==> src/rtl/i2c_master_byte.sv <==
// Byte-level I2C master: expands START/STOP/WRITE/ACK/NACK into bit-stage requests (WRITE order set by I2C_MASTER_BYTE_LSB_FIRST_EN).
// Latency: one cycle from go to the first bit_go; each bit is a four-phase bit_go/bit_finish exchange.
// Backpressure: waits on bit_finish for up to TIMEOUT_CYCLES per phase; finish is held until go drops.
module i2c_master_byte #(
  parameter int unsigned TIMEOUT_CYCLES = 1024
) (
  input  logic       clock,
  input  logic       reset,
  input  logic       go,
  input  logic [2:0] command,
  input  logic [7:0] data_in,
  output logic       finish,
  output logic       error,
  output logic       busy,
  output logic       bit_go,
  output logic [2:0] bit_command,
  input  logic       bit_finish
);

  typedef enum logic [1:0] {
    IDLE    = 2'd0,
    ISSUE   = 2'd1,
    RELEASE = 2'd2,
    DONE    = 2'd3
  } state_t;

  localparam logic [2:0]  CMD_START = 3'b001;
  localparam logic [2:0]  CMD_STOP  = 3'b010;
  localparam logic [2:0]  CMD_WRITE = 3'b011;
  localparam logic [2:0]  CMD_ACK   = 3'b100;
  localparam logic [2:0]  CMD_NACK  = 3'b101;
  localparam logic [15:0] WAIT_LAST = 16'(TIMEOUT_CYCLES - 1);

  state_t      state_q, state_d;
  logic [2:0]  cmd_q, cmd_d;
  logic [7:0]  data_q, data_d;
  logic [2:0]  cnt_q, cnt_d;
  logic [15:0] wait_q, wait_d;
  logic        error_q, error_d;

  logic [2:0]  bit_idx;
  logic        tx_bit;
  logic [2:0]  bit_code;
  logic        last_bit;
  logic        cmd_legal;
  logic        wait_expired;

  always_comb begin
`ifdef I2C_MASTER_BYTE_LSB_FIRST_EN
    bit_idx = cnt_q;
`else
    bit_idx = 3'd7 - cnt_q;
`endif
    tx_bit       = data_q[bit_idx];
    last_bit     = (cmd_q != CMD_WRITE) || (cnt_q == 3'd7);
    cmd_legal    = (command >= CMD_START) && (command <= CMD_NACK);
    wait_expired = (wait_q == WAIT_LAST);
    case (cmd_q)
      CMD_START: bit_code = 3'b010;
      CMD_STOP:  bit_code = 3'b011;
      CMD_WRITE: bit_code = {2'b10, tx_bit};
      CMD_ACK:   bit_code = 3'b110;
      CMD_NACK:  bit_code = 3'b111;
      default:   bit_code = 3'b000;
    endcase
  end

  // wait_d defaults to zero so any state change clears the wait counter.
  always_comb begin
    state_d = state_q;
    cmd_d   = cmd_q;
    data_d  = data_q;
    cnt_d   = cnt_q;
    error_d = error_q;
    wait_d  = 16'd0;
    case (state_q)
      IDLE: begin
        if (go) begin
          cmd_d   = command;
          data_d  = data_in;
          cnt_d   = 3'd0;
          error_d = !cmd_legal;
          state_d = cmd_legal ? ISSUE : DONE;
        end
      end
      ISSUE: begin
        if (bit_finish) begin
          state_d = RELEASE;
        end else if (wait_expired) begin
          state_d = DONE;
          error_d = 1'b1;
        end else begin
          wait_d = wait_q + 16'd1;
        end
      end
      RELEASE: begin
        if (!bit_finish) begin
          if (last_bit) begin
            state_d = DONE;
          end else begin
            state_d = ISSUE;
            cnt_d   = cnt_q + 3'd1;
          end
        end else if (wait_expired) begin
          state_d = DONE;
          error_d = 1'b1;
        end else begin
          wait_d = wait_q + 16'd1;
        end
      end
      DONE: begin
        if (!go) begin
          state_d = IDLE;
        end
      end
      default: state_d = IDLE;
    endcase
  end

  always_ff @(posedge clock) begin
    if (reset) begin
      state_q <= IDLE;
      cmd_q   <= 3'd0;
      data_q  <= 8'd0;
      cnt_q   <= 3'd0;
      wait_q  <= 16'd0;
      error_q <= 1'b0;
    end else begin
      state_q <= state_d;
      cmd_q   <= cmd_d;
      data_q  <= data_d;
      cnt_q   <= cnt_d;
      wait_q  <= wait_d;
      error_q <= error_d;
    end
  end

  // Outputs are gated by reset so they read idle for the whole reset window.
  always_comb begin
    busy        = !reset && (state_q != IDLE);
    finish      = !reset && (state_q == DONE);
    error       = !reset && error_q;
    bit_go      = !reset && (state_q == ISSUE);
    bit_command = (!reset && (state_q == ISSUE || state_q == RELEASE)) ? bit_code : 3'b000;
  end

endmodule

==> config.mk <==
export PLATFORM = sky130hd
export DESIGN_NAME = i2c_master_byte
export DESIGN_NICKNAME = d
export VERILOG_FILES = /design/src/rtl/i2c_master_byte.sv
export SDC_FILE = /design/constraint.sdc
export NUM_CORES = 1
export LEC_CHECK = 0
export ABC_AREA = 1
export CAP_MARGIN = 20
export CELL_PAD_IN_SITES_DETAIL_PLACEMENT = 0
export CELL_PAD_IN_SITES_GLOBAL_PLACEMENT = 2
export CORE_MARGIN = 4
export CORE_UTILIZATION = 34
export DETAILED_ROUTE_END_ITERATION = 10
export HOLD_SLACK_MARGIN = 0.08
export PLACE_DENSITY = 0.82
export SYNTH_ARGS = -nofsm -noshare
export SYNTH_HDL_FRONTEND = slang
export SYNTH_SLANG_ARGS = --single-unit
==> constraint.sdc <==
create_clock -name clock -period 4.5 [get_ports clock]
set_clock_uncertainty 0.15 [all_clocks]
set_input_delay 0.675 -clock clock [delete_from_list [all_inputs] [get_ports clock]]
set_output_delay 0.675 -clock clock [all_outputs]
set_load 0.01 [all_outputs]
==> results of run 1 <==
worst min-delay path, stage by stage (launching register included):
cell and delay [ns]:
sky130_fd_sc_hd__dfxtp_1 0.31, sky130_fd_sc_hd__inv_1 0.05, sky130_fd_sc_hd__a21oi_1 0.05
synth_stat cells (all sizes together):
library cell  number
nand2             49
nor2              47
inv               39
dfxtp             33
o21ai             23
a21oi             19
nor3              11
ha                 8
nand3              6
buf                3
clkbuf             3
nand4              3
xnor2              3
a31oi              2
o211ai             2
or2                2
a211oi             1
nor3b              1
o2111ai            1
o21bai             1
xor2               1
report_power, final:
| group | total (uW) | switching [uW] | internal, uW | leakage (uW) |
|---|---|---|---|---|
| clock network | 230 | 108 | 121 | 0.0000443 |
| logic | 392 | 236 | 156 | 0.000649 |
| registers | 386 | 41.7 | 344 | 0.000269 |
| total | 1010 | 386 | 622 | 0.000963 |
layer usage:
layer,vias to the layer above,wire length (um),GRT usage
li1,865,-,-
met1,689,1830,0.166
met2,19,1910,0.226
met3,7,131,0.0315
met4,0,59,0.0441
met5,-,0,0
path summary, 6_finish.rpt:
path,slack [ns],to,from,cells after the start
setup / recovery,1.10,bit_command[0],reset,6
hold / removal,0.30,wait_q[9],wait_q[9],2
setup reg to reg,2.63,wait_q[9],state_q[0],8
hold reg to reg,0.30,wait_q[9],wait_q[9],2
layout make-up:
type	count	area [um^2]	area share
inverter	39	146	0.0657
timing repair buffer	21	210	0.0943
multi-input combinational	180	1040	0.465
tap	70	87.6	0.0393
clock buffer	7	86.3	0.0387
sequential	33	661	0.296
per-stage QoR:
step | hold slack (ns) | util | total power (uW)
after floorplan | 0.271 | - | 692
after global placement | 0.279 | 0.409 | 794
after detailed placement | 0.287 | 0.409 | 789
after CTS | 0.298 | 0.425 | 1020
after global routing | 0.339 | 0.425 | 1100
final | 0.299 | 0.425 | 1010
kinds of logic after synthesis:
kind of cell / after synthesis
buffers and inverters: 45
AND/OR/NAND/NOR: 119
AO/OA/AOI/OAI: 49
XOR/XNOR: 4
flip-flops: 33
adder cells (fa/ha/maj): 8
flip-flops by register name, indices dropped and copies added, names as in the netlist:
name and count:
error_q 1, wait_q 16, cnt_q 3, state_q 2
cmd_q 3, data_q 8
layout by cell type (no fill, tap or decap), drive strengths merged:
| cell type | count |
|---|---|
| dfxtp | 33 |
| nand3 | 6 |
| a21oi | 19 |
| o21ai | 23 |
| nand4 | 3 |
| inv | 39 |
| ha | 8 |
| nor3b | 1 |
| or2 | 2 |
| a211oi | 1 |
| a31oi | 2 |
| xnor2 | 3 |
| clkbuf | 7 |
| nor2 | 47 |
| clkdlybuf4s50 | 21 |
| o21bai | 1 |
| o211ai | 2 |
| nand2 | 49 |
| nor3 | 11 |
| xor2 | 1 |
| o2111ai | 1 |
==> flow_results.org, run 1 <==
** Critical path
- STA puts the critical path data required time at 3.67 ns.
- Among cell families on the critical path, the largest total delay comes from buffers and inverters.
- Along the worst path, the maximum fanout reaches 14.
- CP most frequent cell :: sky130_fd_sc_hd__clkdlybuf4s50_1
- Endpoint type of the worst setup path :: output port
- STA classifies the critical path startpoint as an input pin.
- Critical Path AT :: 2.58 ns
- CP cell instances :: clkdlybuf4s50_1, inv_2, nand2_1, o21bai_1, a21oi_1, clkdlybuf4s50_1
- Cell at the slowest stage of the critical path :: sky130_fd_sc_hd__clkdlybuf4s50_1
- Delay of the slowest cell on the worst path :: 0.60 ns
- Counting both buffers and inverters, the worst setup path holds a total of 3.
- WS Path Type :: in -> out

** CTS
- Clock-pin slew was measured on the worst setup and hold paths at 0.07 ns.
- Sink Count :: 33
- Clock tree synthesis inserted a total of 5 buffers.
- TritonCTS built the clock tree.
- Clock Tree Root :: sky130_fd_sc_hd__clkbuf_8
- Once the clock tree was built, the resizer swapped 0 gates to a different size.
- H-tree depth reported by CTS :: 2
- Hold repair after CTS inserted 0 buffers.
- The clock passes through at most 2 buffers.
- Buffers added to address setup during post-CTS repair amount to 0.
- Clock latency on the worst-skew pair :: 0.28 ns

** Synthesis
- Simple-gate share of the synthesized area :: 0.331
- Top cells by area in the synthesized netlist :: sky130_fd_sc_hd__dfxtp_1, sky130_fd_sc_hd__nand2_1, sky130_fd_sc_hd__nor2_1, sky130_fd_sc_hd__inv_1, sky130_fd_sc_hd__ha_1
- Of the total synthesized cell area, the portion taken by full adders, half adders and majority gates is 0.0530.
- The largest total area in the synthesized netlist belongs to sky130_fd_sc_hd__dfxtp_1.
- The fraction of the mapped netlist area in compound gates was 0.146.
- Top cell type's share of synthesized area :: 0.350
- Of the post-synthesis cell area, the part taken by muxes is 0.
- When the netlist entered floorplanning its net count stood at 281.
- The number of different library cells used by synthesis comes to 36.
- Total of flip-flops plus latches after synthesis :: 33
- Total standard cell area after synthesis :: 1890 um^2
- Instance count of the mapped netlist :: 258
- For this run, the register share of the synthesized area comes to 0.350.
- Of the total synthesized cell area, the portion taken by XOR and XNOR cells is 0.0186.
- Largest family of logic cells by synthesized area :: simple AND/OR/NAND/NOR gates
- Number of warnings issued by yosys :: 0
- The average instance in the mapped netlist occupies 7.32 um^2.

** Placed design
- In this run the cell area measured after placement is 2140 um^2.
- Pre-CTS setup slack :: 1.05 ns
- Counting tap cells, the placed design contains a total of 343 instances.
- During placement, the flow inserted port buffers numbering 21.
- Final weighted congestion of routability-driven global placement :: 0.765
- Detailed placement finished with a half-perimeter wire length of 2.98 mm.

** Global routing
- Initial antenna violation count :: 0
- Via count of the first global-routing pass :: 1533
- Entering global routing, the biggest net connects 18 pins.
- The first global-routing pass estimated 7.01 mm of wire.
- GRT Overall Usage :: 0.133
- After global routing the overflow that remains totals 0.

** Power
- Summed over all cells, the static leakage comes to 0.000963 uW.
- The worst-case IR drop observed on VDD is 210 uV.
- Dividing total power by cell area gives a power density of 452 nW/um^2.

** Route
- Average wire length per cell after detail routing :: 11.3 um
- DR vias/cell :: 4.51
- Antenna viol nets, final :: 0
- Final WL :: 3.94 mm
- Residual DRC :: 0
- Drt initial violations :: 36
- DR vias :: 1580
- Number of optimization iterations in the first detailed-route pass :: 4

** Floorplanning
- Initial cell density of the core :: 0.360
- Horizontal die dimension :: 82.5 um
- From bottom edge to top edge, the die measures 82.5 um.
- Top-level I/O count :: 22
- CORE AREA :: 5240 um^2
- The floorplan has 26 rows.
- The floorplan step defined a die boundary enclosing 6810 um^2.

** STA
- The number of endpoints with negative hold slack in the final report is 0.
- Setup violations remaining at the end of the flow were counted as 0.
- RSZ-0062 raised after global routing :: false
- Final setup slack of the worst path :: 1.10 ns
- Fin crit share :: 0.756
- Total negative slack :: 0 ns
- Maximum frequency from static timing analysis :: 0.294 GHz
- At the pin with the least slew margin, the transition time is 0.461 ns.
- The number of pins exceeding their max-slew limit in the final report came to 0.
- Worst rel slew slack :: 0.692
- Min Tclk post-route :: 3.40 ns

** Status
- Status :: finished, final reports clean

** Cells and area
- The area growth from synthesis to layout is 18.0%.
- Nets :: 303
- 0 antenna diodes ended up in the layout.
- Cell area after layout :: 2230 um^2
- Fill count :: 569
- Non-Filler Instances :: 350
- Share of cells above drive strength 1 :: 0.143

** Hold path
- The path class of the tightest hold or removal check is reg -> reg.

** Run
- Max-cap violations in this run came to 0.
Power figures use the tool's default switching activity.
==> run 2: changes to the inputs <==
--- a/config.mk
+++ b/config.mk
@@ -10,10 +10,10 @@
 export CELL_PAD_IN_SITES_DETAIL_PLACEMENT = 0
 export CELL_PAD_IN_SITES_GLOBAL_PLACEMENT = 2
 export CORE_MARGIN = 4
-export CORE_UTILIZATION = 34
+export CORE_UTILIZATION = 32
 export DETAILED_ROUTE_END_ITERATION = 10
 export HOLD_SLACK_MARGIN = 0.08
-export PLACE_DENSITY = 0.82
+export PLACE_DENSITY = 0.77
 export SYNTH_ARGS = -nofsm -noshare
 export SYNTH_HDL_FRONTEND = slang
 export SYNTH_SLANG_ARGS = --single-unit
==> constraint.sdc (replaced) <==
create_clock -name clock -period 3.4 [get_ports clock]
set_clock_uncertainty 0.15 [all_clocks]
set_input_delay 0.51 -clock clock [delete_from_list [all_inputs] [get_ports clock]]
set_output_delay 0.51 -clock clock [all_outputs]
set_load 0.01 [all_outputs]
==> flow_results.org, run 2 (synthesis gave the netlist of run 1 again) <==
** Critical path
- The critical path is of the in -> out type.
- Cell at the slowest stage of the critical path :: sky130_fd_sc_hd__clkdlybuf4s50_1
- STA puts the critical path data arrival time at 2.16 ns.
- Critical Path RT :: 2.74 ns
- The worst register-to-register path ends at wait_q[9].
- Delay of the slowest cell on the worst path :: 0.56 ns
- The critical path goes through clkdlybuf4s50_1, inv_2, nand2_1, o21bai_1, a21oi_1, clkdlybuf4s50_1.
- The number of cells on the worst reg-to-reg path is 8.
- CP most frequent cell :: sky130_fd_sc_hd__clkdlybuf4s50_1
- Launch instance of the worst register-to-register path :: state_q[0]
- Element type at the critical path start :: input pin
- In this run the worst path has a maximum fanout of 14.
- Endpoint type of the worst setup path :: output port
- The worst register-to-register path has a setup slack of 1.52 ns.

** STA
- The number of pins exceeding their max-slew limit in the final report was 0.
- Worst rel slew slack :: 0.670
- In the finished design, the share of the clock period the worst path needs comes to 0.830.
- Final setup violation count :: 0
- Timing would allow up to 0.354 GHz.
- RSZ-0062 raised after global routing :: false
- Hold Slack :: 0.299 ns
- At the pin with the least slew margin, the transition time is 0.490 ns.
- After layout, the minimum clock period comes to 2.82 ns.
- Total count of hold-check failures in the final report :: 0
- Total negative slack :: 0 ns

** Status
- Status :: finished, final reports clean

** Cells and area
- Counting flops per register, the top entry is wait_q.
- In the final layout, the share of cells above drive strength 1 is 0.149.
- The library cell used most frequently in the layout, excluding fill and tap cells, is sky130_fd_sc_hd__nand2_1.
- Measured on the finished design, the core utilization comes to 0.398.
- Nets :: 304
- The register with the most flip-flops in the layout has 16 of them.
- Synth-to-layout area growth :: 18.4%
- The repair_antennas step left the layout with diodes totalling 0.
- Commonest cells after routing, fill and taps aside :: sky130_fd_sc_hd__nand2_1, sky130_fd_sc_hd__nor2_1, sky130_fd_sc_hd__inv_1, sky130_fd_sc_hd__dfxtp_1, sky130_fd_sc_hd__clkdlybuf4s50_1
- In the final layout, the registers with the most flip-flops are wait_q x16, data_q x8.

** Global routing
- Global routing finished with a remaining overflow of 0.
- Wire length of the first global-routing pass :: 6.93 mm
- For this run, the total global-route usage over all layers was measured as 0.119.
- Via count of the first global-routing pass :: 1559
- The initial antenna violation count came to 0.
- Pin count of the biggest net entering global routing :: 18

** Route
- DR vias :: 1605
- The first detailed-routing pass ran for 4 iterations.
- Signal routing reaches up to met4.
- Antenna viol nets, final :: 0
- Dividing the detail-routed wire length by the instance count gives 11.2 um.
- Residual DRC :: 0
- The routed design has 3.97 mm of wire.
- DR vias/cell :: 4.53
- For this block, the initial DRC count from the detailed router was 47.
- After detailed routing, the met3 layer carries 140 um of wire.
- Met1 WL :: 1.89 mm
- Wire segments on met2 add up to 1.88 mm in the final route.

** Hold path
- Cell depth of the worst hold path :: 2
- The worst hold path begins at wait_q[9].
- Worst min-delay path endpoint :: wait_q[9]
- The tightest min-delay check is of the reg -> reg type.

** Placed design
- After legalization and detailed placement, the total HPWL measured 3.07 mm.
- Input/output buffers :: 21
- The congestion estimate from routability-driven global placement came to 0.776.

** Floorplanning
- The die is 84.8 um wide.
- Height of the die :: 84.8 um
- For this configuration, the core starts out at a cell density of 0.337.
- Row Count :: 27
- The die covers 7190 um^2.
- The total area inside the core boundary comes to 5610 um^2.
- Pin placement for this block handled 22 I/O pins.

** Power
- Power per cell area :: 592 nW/um^2
- Clock power frac :: 0.219
- Internal power comes to 805 uW.
- For this design the total switching power over the nets is 517 uW.
- Gate power share :: 0.393
- Summed over all cells, the static leakage comes to 0.000969 uW.
- Of the total power, the share spent switching nets is 0.391.
- IR analysis of the VDD net gives a maximum drop of 256 uV.
- Of the total power, registers draw 0.388.

** CTS
- Clock tree synthesis inserted a total of 5 buffers.
- After clock tree synthesis, the setup repair step added 0 buffers.
- The clock drives 33 sinks.
- Clock-pin slew was measured on the worst setup and hold paths at 0.07 ns.
- After clock tree synthesis, the flow added hold-fix buffers numbering 0.
- TritonCTS clock tree :: yes
- In this run, post-CTS repair resized a total of 0 instances.
- Clock Path Buffers :: 2
- The tree is rooted in a sky130_fd_sc_hd__clkbuf_8.
- H-tree depth reported by CTS :: 2
- Clock latency on the worst-skew pair :: 0.28 ns

** Run
- Max-cap violations in this run came to 0.
==> run 2: metal layers <==
| metal | global-route usage | up-vias |
|---|---|---|
| met4 | 0.0388 | 0 |
| met5 | 0 | - |
| met3 | 0.0350 | 6 |
| met2 | 0.202 | 22 |
| li1 | - | 872 |
| met1 | 0.145 | 705 |
==> run 2: worst max path at each step <==
stage / slack [ns] / end / cells after the start / startpoint
global route: 0.49 / bit_command[0] / 6 / reset
finish: 0.58 / bit_command[0] / 6 / reset
CTS: 0.54 / bit_command[0] / 6 / reset
floorplan: 1.56 / bit_command[0] / 5 / state_q[0]
detailed placement: 0.54 / bit_command[0] / 6 / reset
global placement: 0.57 / bit_command[0] / 6 / reset
==> run 2: critical path: cells and delay by family <==
| kind | cells | cell delay (ns) |
|---|---|---|
| buf+inv | 3 | 1.18 |
| simple gates | 1 | 0.15 |
| compound gates | 2 | 0.32 |
==> run 2: area by class of cell <==
class / count / area, um^2
clock buffer: 6 / 72.6
clock inverter: 2 / 10.0
fill: 626 / 3370
inverter: 39 / 146
multi-input combinational: 180 / 1040
sequential: 33 / 661
tap: 72 / 90.1
timing repair buffer: 22 / 218
==> run 2: stage by stage <==
stage	cell area [um^2]	setup slack [ns]	cells	total power [uW]
3_3_place_gp	2150	0.567	346	1050
6_report	2230	0.578	354	1320
4_1_cts	2230	0.543	354	1350
2_1_floorplan	1890	1.56	258	916
3_5_place_dp	2150	0.541	346	1050
5_1_grt	2230	0.490	354	1450
==> run 2: power groups by stage <==
stage                     combinational, uW  clock [uW]  sequential [uW]
after global routing                    609         319              523
after floorplan                         415           0              501
final                                   519         289              513
after global placement                  532           0              522
after CTS                               529         304              514
after detailed placement                525           0              523
